===== config.mk =====
export PLATFORM = sky130hd
export DESIGN_NAME = uart_result_sender_flat
export DESIGN_NICKNAME = d
export VERILOG_FILES = /design/src/rtl/uart_result_sender_if.sv /design/src/rtl/uart_result_sender.sv /design/src/flat_wrapper.sv
export SDC_FILE = /design/constraint.sdc
export NUM_CORES = 1
export LEC_CHECK = 0
export CAP_MARGIN = 20
export CORE_MARGIN = 5
export CORE_UTILIZATION = 50
export CTS_BUF_LIST = sky130_fd_sc_hd__clkbuf_4
export DETAILED_ROUTE_END_ITERATION = 12
export PLACE_DENSITY = 0.82
export SYNTH_ARGS = -nofsm -noshare
export SYNTH_HDL_FRONTEND = slang
export SYNTH_SLANG_ARGS = --single-unit

===== constraint.sdc =====
create_clock -name clk -period 3.8 [get_ports clk]
set_clock_uncertainty 0.05 [all_clocks]
set_input_delay 0.57 -clock clk [delete_from_list [all_inputs] [get_ports clk]]
set_output_delay 0.57 -clock clk [all_outputs]
set_load 0.01 [all_outputs]

===== src/rtl/uart_result_sender_if.sv =====
// Handshake and line signals between a CNN result producer and the UART result sender.
// The producer side uses the master modport. The sender side uses the slave modport.
interface uart_result_sender_if #(
    parameter int RESULT_W = 80
);
    logic                start_i;
    logic [RESULT_W-1:0] result_i;
    logic                tx_o;
    logic                busy_o;
    logic                tx_done_tick_o;

    modport master (
        output start_i,
        output result_i,
        input  tx_o,
        input  busy_o,
        input  tx_done_tick_o
    );

    modport slave (
        input  start_i,
        input  result_i,
        output tx_o,
        output busy_o,
        output tx_done_tick_o
    );
endinterface


===== src/rtl/uart_result_sender.sv =====
// Latches a finished CNN result vector and sends it to the host as back-to-back 8N1 UART frames.
// An optional header byte is sent first. The payload follows in byte order, least significant byte first.
module uart_result_sender #(
    parameter int         CLK_FREQ    = 100_000_000,
    parameter int         BAUD_RATE   = 115_200,
    parameter int         RESULT_W    = 80,
    parameter int         HEADER_EN   = 1,
    parameter logic [7:0] HEADER_BYTE = 8'hA5
) (
    input  logic                 clk,
    input  logic                 rst,
    uart_result_sender_if.slave  bus
);
    localparam int BIT_TICKS = CLK_FREQ / BAUD_RATE;
    localparam int NBYTES    = RESULT_W / 8;
    localparam int NFRAMES   = NBYTES + ((HEADER_EN != 0) ? 1 : 0);
    localparam int BAUD_W    = (BIT_TICKS > 1) ? $clog2(BIT_TICKS) : 1;
    localparam int IDX_W     = (NBYTES > 0) ? $clog2(NBYTES + 1) : 1;

    localparam logic [BAUD_W-1:0] BAUD_LAST = BAUD_W'(BIT_TICKS - 1);
    localparam logic [IDX_W-1:0]  IDX_LAST  = IDX_W'(NFRAMES - 1);

    typedef enum logic [2:0] {IDLE, START, DATA, STOP, DONE} state_t;

    state_t              state_q, state_d;
    logic [BAUD_W-1:0]   baud_cnt_q, baud_cnt_d;
    logic [2:0]          bit_idx_q, bit_idx_d;
    logic [IDX_W-1:0]    byte_idx_q, byte_idx_d;
    logic [RESULT_W-1:0] buf_q, buf_d;
    logic [7:0]          cur_byte_q, cur_byte_d;
    logic                tx_q, tx_d;
    logic                busy_q, busy_d;
    logic                done_q, done_d;
    logic                bit_end;
    logic                more_bytes;

    assign bit_end    = (baud_cnt_q == BAUD_LAST);
    assign more_bytes = (byte_idx_q != IDX_LAST);

    always_ff @(posedge clk) begin
        if (rst) begin
            state_q <= IDLE;
        end else begin
            state_q <= state_d;
        end
    end

    always_comb begin
        state_d = state_q;
        case (state_q)
            IDLE:  if (bus.start_i) state_d = START;
            START: if (bit_end) state_d = DATA;
            DATA:  if (bit_end && (bit_idx_q == 3'd7)) state_d = STOP;
            STOP:  if (bit_end) state_d = more_bytes ? START : DONE;
            DONE:  state_d = IDLE;
            default: state_d = IDLE;
        endcase
    end

    // Baud timing, bit/byte indices and the payload shift buffer.
    always_comb begin
        baud_cnt_d = '0;
        bit_idx_d  = bit_idx_q;
        byte_idx_d = byte_idx_q;
        buf_d      = buf_q;
        cur_byte_d = cur_byte_q;
        if ((state_q == START) || (state_q == DATA) || (state_q == STOP)) begin
            baud_cnt_d = bit_end ? '0 : baud_cnt_q + 1'b1;
        end
        if (state_q == START) begin
            bit_idx_d = 3'd0;
        end
        if ((state_q == DATA) && bit_end) begin
            bit_idx_d = bit_idx_q + 3'd1;
        end
        if ((state_q == IDLE) && bus.start_i) begin
            byte_idx_d = '0;
            if (HEADER_EN != 0) begin
                buf_d      = bus.result_i;
                cur_byte_d = HEADER_BYTE;
            end else begin
                buf_d      = bus.result_i >> 8;
                cur_byte_d = bus.result_i[7:0];
            end
        end
        if ((state_q == STOP) && bit_end && more_bytes) begin
            byte_idx_d = byte_idx_q + 1'b1;
            cur_byte_d = buf_q[7:0];
            buf_d      = buf_q >> 8;
        end
    end

    always_ff @(posedge clk) begin
        if (rst) begin
            baud_cnt_q <= '0;
            bit_idx_q  <= '0;
            byte_idx_q <= '0;
        end else begin
            baud_cnt_q <= baud_cnt_d;
            bit_idx_q  <= bit_idx_d;
            byte_idx_q <= byte_idx_d;
        end
    end

    always_ff @(posedge clk) begin
        buf_q      <= buf_d;
        cur_byte_q <= cur_byte_d;
    end

    // Outputs are decoded from the next state so that the registered outputs line up with state_q.
    always_comb begin
        tx_d   = 1'b1;
        busy_d = 1'b0;
        done_d = 1'b0;
        case (state_d)
            START: begin
                tx_d   = 1'b0;
                busy_d = 1'b1;
            end
            DATA: begin
                tx_d   = cur_byte_d[bit_idx_d];
                busy_d = 1'b1;
            end
            STOP: busy_d = 1'b1;
            DONE: done_d = 1'b1;
            default: ;
        endcase
    end

    always_ff @(posedge clk) begin
        if (rst) begin
            tx_q   <= 1'b1;
            busy_q <= 1'b0;
            done_q <= 1'b0;
        end else begin
            tx_q   <= tx_d;
            busy_q <= busy_d;
            done_q <= done_d;
        end
    end

    assign bus.tx_o           = tx_q;
    assign bus.busy_o         = busy_q;
    assign bus.tx_done_tick_o = done_q;
endmodule


===== src/flat_wrapper.sv =====
// flat-port wrapper written by rule: the top's interface ports become plain ports
module uart_result_sender_flat 
#(
    parameter int         CLK_FREQ    = 100_000_000,
    parameter int         BAUD_RATE   = 115_200,
    parameter int         RESULT_W    = 80,
    parameter int         HEADER_EN   = 1,
    parameter logic [7:0] HEADER_BYTE = 8'hA5
)
  (clk, rst, bus_start_i, bus_result_i, bus_tx_o, bus_busy_o, bus_tx_done_tick_o);
  uart_result_sender_if #(.RESULT_W(RESULT_W)) bus_i ();
  input  logic clk;
  input  logic rst;
  input wire logic [$bits(bus_i.start_i)-1:0] bus_start_i;
  input wire logic [$bits(bus_i.result_i)-1:0] bus_result_i;
  output wire logic [$bits(bus_i.tx_o)-1:0] bus_tx_o;
  output wire logic [$bits(bus_i.busy_o)-1:0] bus_busy_o;
  output wire logic [$bits(bus_i.tx_done_tick_o)-1:0] bus_tx_done_tick_o;
  assign bus_i.start_i = bus_start_i;
  assign bus_i.result_i = bus_result_i;
  assign bus_tx_o = bus_i.tx_o;
  assign bus_busy_o = bus_i.busy_o;
  assign bus_tx_done_tick_o = bus_i.tx_done_tick_o;
  uart_result_sender #(.CLK_FREQ(CLK_FREQ), .BAUD_RATE(BAUD_RATE), .RESULT_W(RESULT_W), .HEADER_EN(HEADER_EN), .HEADER_BYTE(HEADER_BYTE)) u_core (.clk(clk), .rst(rst), .bus(bus_i));
endmodule

==> impl_metrics.env <==
export IMPL_reg2reg_from="u_core.state_q[1]$_SDFF_PP0_"
export IMPL_fin_crit_ns=2.74
export IMPL_grt_max_degree=58
export IMPL_cp_cell_sequence="nand2_1 -> nor3b_4 -> and2_4 -> nor2_1 -> inv_2 -> buf_12"
export IMPL_final_layout_size_suffix_gt1_share_pct=6.09
export IMPL_first_pass_iters=5
export IMPL_gp_congestion=0.875
export IMPL_drv_cap=0
export IMPL_drc=0
export IMPL_num_io_pins=86
export IMPL_rsz0062_at_grt="no"
export IMPL_utilization_pct=62.0
export IMPL_syn_avg_cell_area_um2=9.52
export IMPL_hold_path_depth=1
export IMPL_required_ns=3.92
export IMPL_num_rows=36
export IMPL_min_delay_start="u_core.baud_cnt_q[0]$_SDFF_PP0_"
export IMPL_overflow=0
export IMPL_post_cts_buffers=0
export IMPL_port_buffers=85
export IMPL_synthCells=510
export IMPL_worstSetupEndpointType="flip-flop"
export IMPL_total_leakage_power_nw=2.43
export IMPL_grt_busiest_layer="met2"
export IMPL_final_hold_viol_count=0
export IMPL_wl_um=10300
export IMPL_grt_antenna_before_repair=0
export IMPL_powerDensity_nw_per_um2=367
export IMPL_grtUsageMet2_pct=33.1
export IMPL_ys_warn_count=0
export IMPL_grt_pass1_vias=3751
export IMPL_yosys_register_bits=111
export IMPL_max_slew_margin_rel_pct=57.5
export IMPL_track_usage_pct=18.3
export IMPL_hpwl_um=7340
export IMPL_reg2regPathDepth=6
export IMPL_start_util_pct=50.4
export IMPL_drt_iter0_drc=175
export IMPL_setup_tns_ns=0
export IMPL_clkSinkCount=111
export IMPL_cts_hold_buffers=0
export IMPL_tightest_slew_ns=0.631
export IMPL_clk_latency_ns=0.45
export IMPL_drv_slew=0
export IMPL_design_core_area_um2=9640
export IMPL_worst_ir_drop_vdd_uv=278
export IMPL_r2r_end="u_core.buf_q[33]$_DFFE_PP_"
export IMPL_critPathLaunchType="flip-flop"
export IMPL_cts_root_buf="clkbuf_4"
export IMPL_clk_pin_slew_ns=0.16
export IMPL_nets=674
export IMPL_yosysSeqAreaShare_pct=60.6
export IMPL_r2r_setup_slack_ns=1.06
export IMPL_vias_per_cell=5.07
export IMPL_ctsResizeCount=0
export IMPL_die_area_um2=11800
export IMPL_vias=3671
export IMPL_grt_pass1_wl_um=16900
export IMPL_hp_class="reg -> reg"
export IMPL_wl_per_cell_um=14.2
export IMPL_setup_viol=0
export IMPL_cts_htree_levels=3
export IMPL_arrival_ns=2.86
export IMPL_cts_made_buffers=9
export IMPL_post_route_period_util_pct=72.1
export IMPL_fp_dieH_um=109
export IMPL_slowest_delay_ns=0.65
export IMPL_syn_nets=598
export IMPL_fmax_mhz=365
export IMPL_die_w_um=109
export IMPL_ant_nets=0
export IMPL_cp_max_fo=26
export IMPL_antenna_cells=0
export IMPL_syn_area_um2=4850
export IMPL_ys_types=46
export IMPL_hold_path_end="u_core.baud_cnt_q[0]$_SDFF_PP0_"
export IMPL_multi_input_area_um2=1770
export IMPL_met3_usage_pct=4.60
export IMPL_fillers=827
export IMPL_syn_to_final_growth_pct=23.0
export IMPL_regArea_um2=2940
export IMPL_criticalPathCategory="reg -> reg"
export IMPL_clockBufferDepth=2
export IMPL_cts_tree="built"
export IMPL_use_met1_pct=21.3
export IMPL_slowest_stage="dfxtp_1"
export IMPL_status="finished, final reports clean"
[cells in the mapped netlist, drive strengths merged]
cell	n	area, µm²
a211o	1	8.76
nor2b	4	25.0
clkbuf	16	60.1
nand2	239	897
or4b	1	10.0
ha	5	62.6
o221a	1	11.3
nand3b	1	7.51
o221ai	1	8.76
mux4	1	22.5
nor4b	1	15.0
o21ai	7	38.8
or4	1	7.51
a21oi	12	60.1
nand4	2	12.5
buf	11	70.1
a41oi	1	8.76
inv	4	15.0
nor3	2	10.0
a31oi	2	12.5
or2	1	6.26
a211oi	5	42.5
xor2	7	61.3
and3	6	37.5
a32o	1	10.0
dfxtp	39	781
xnor2	3	26.3
and2	1	8.76
nand3	13	65.1
nor4	2	12.5
nor2	29	109
a22oi	1	7.51
or3b	1	8.76
a21o	5	37.5
o21a	1	7.51
o211ai	4	35.0
nor3b	4	52.6
edfxtp	72	2160
and4b	1	10.0
a22o	1	8.76
[cell usage in the layout, fill, tap and decap left out, types with 3 or more instances in the layout]
cell type        Yosys  routed
a21oi_1             12      12
xnor2_1              3       3
xor2_1               7       7
and3_1               6       6
nand3_1             13      13
a21o_1               5       5
dfxtp_1             39      39
a211oi_1             4       4
ha_1                 5       5
o211ai_1             3       3
edfxtp_1            72      72
nor2_1              29      29
nand2_1            239     238
buf_4                1       5
nor2b_1              4       4
inv_6                0       4
o21ai_0              6       6
inv_1                4       3
clkbuf_4             0       9
clkdlybuf4s50_1      0      85
[critical path: cells and delay by family, from the launching register on]
family        cells  cell delay, ns
simple gates      4            1.05
flops             1            0.65
buf+inv           2            0.70
[per-stage QoR]
stage               std cells  area, µm²  worst slack, ns  power, mW  hold WS [ns]
detailed placement        708       5820            0.846       1.61         0.387
CTS                       724       5970             1.03       2.21         0.409
global route              724       5970            0.878       2.28         0.436
floorplan                 510       4850            0.480       1.49         0.363
global placement          708       5820            0.951       1.60         0.373
finish                    724       5970             1.06       2.19         0.408
[sequential cells by signal, indices dropped and copies added (netlist names)]
| name | cells |
|---|---|
| u_core.baud_cnt_q | 10 |
| u_core.bit_idx_q | 3 |
| u_core.buf_q | 80 |
| u_core.bus.busy_o | 1 |
| u_core.bus.tx_done_tick_o | 1 |
| u_core.bus.tx_o | 1 |
| u_core.byte_idx_q | 4 |
| u_core.cur_byte_q | 8 |
| u_core.state_q | 3 |
[kinds of logic (layout without fill, tap and decap cells)]
| logic type | after synthesis | count (layout) | share of synthesized area, % |
|---|---|---|---|
| adders and majority gates | 5 | 5 | 1.29 |
| DFF | 111 | 111 | 60.6 |
| AOI/OAI and AO/OA | 43 | 43 | 6.14 |
| xor gates and xnor gates | 10 | 10 | 1.80 |
| and+or+nand+nor | 309 | 309 | 26.7 |
| buffers and inverters | 31 | 112 | 2.99 |
| muxes | 1 | 1 | 0.464 |
[per-layer routing]
layer / part of all wire (%) / vias to the layer above
met1: 40 / 1685
met5: 0 / -
li1: - / 1854
met2: 52 / 114
met3: 5.4 / 18
met4: 2.2 / 0
[how the worst max path moves through the flow]
stage / startpoint / endpoint / slack, ns / cells past startpoint
after global placement: bus_start_i / u_core.bus.tx_o$_SDFF_PP1_ / 0.95 / 7
final: u_core.state_q[1]$_SDFF_PP0_ / u_core.buf_q[33]$_DFFE_PP_ / 1.06 / 6
after CTS: u_core.state_q[1]$_SDFF_PP0_ / u_core.buf_q[32]$_DFFE_PP_ / 1.03 / 6
after global routing: u_core.state_q[1]$_SDFF_PP0_ / u_core.buf_q[35]$_DFFE_PP_ / 0.88 / 6
after floorplan: u_core.baud_cnt_q[0]$_SDFF_PP0_ / u_core.buf_q[0]$_DFFE_PP_ / 0.48 / 8
after detailed placement: bus_start_i / u_core.bus.tx_o$_SDFF_PP1_ / 0.85 / 7
[cell type report]
cell class / count / share of cell area, %
timing repair buffer: 92 / 15.5
sequential: 111 / 49.3
multi-input combinational: 368 / 29.6
clock buffer: 9 / 1.13
inverter: 4 / 0.251
clock inverter: 7 / 1.40
tap: 133 / 2.79
[report_power, final]
part / leakage (nW) / internal (mW) / switching [mW]
combinational: 1.34 / 0.112 / 0.0859
clock: 0.0799 / 0.215 / 0.391
sequential: 1.01 / 1.36 / 0.0258
total: 2.43 / 1.69 / 0.503
Note: power is estimated with default switching activity, not from simulation.
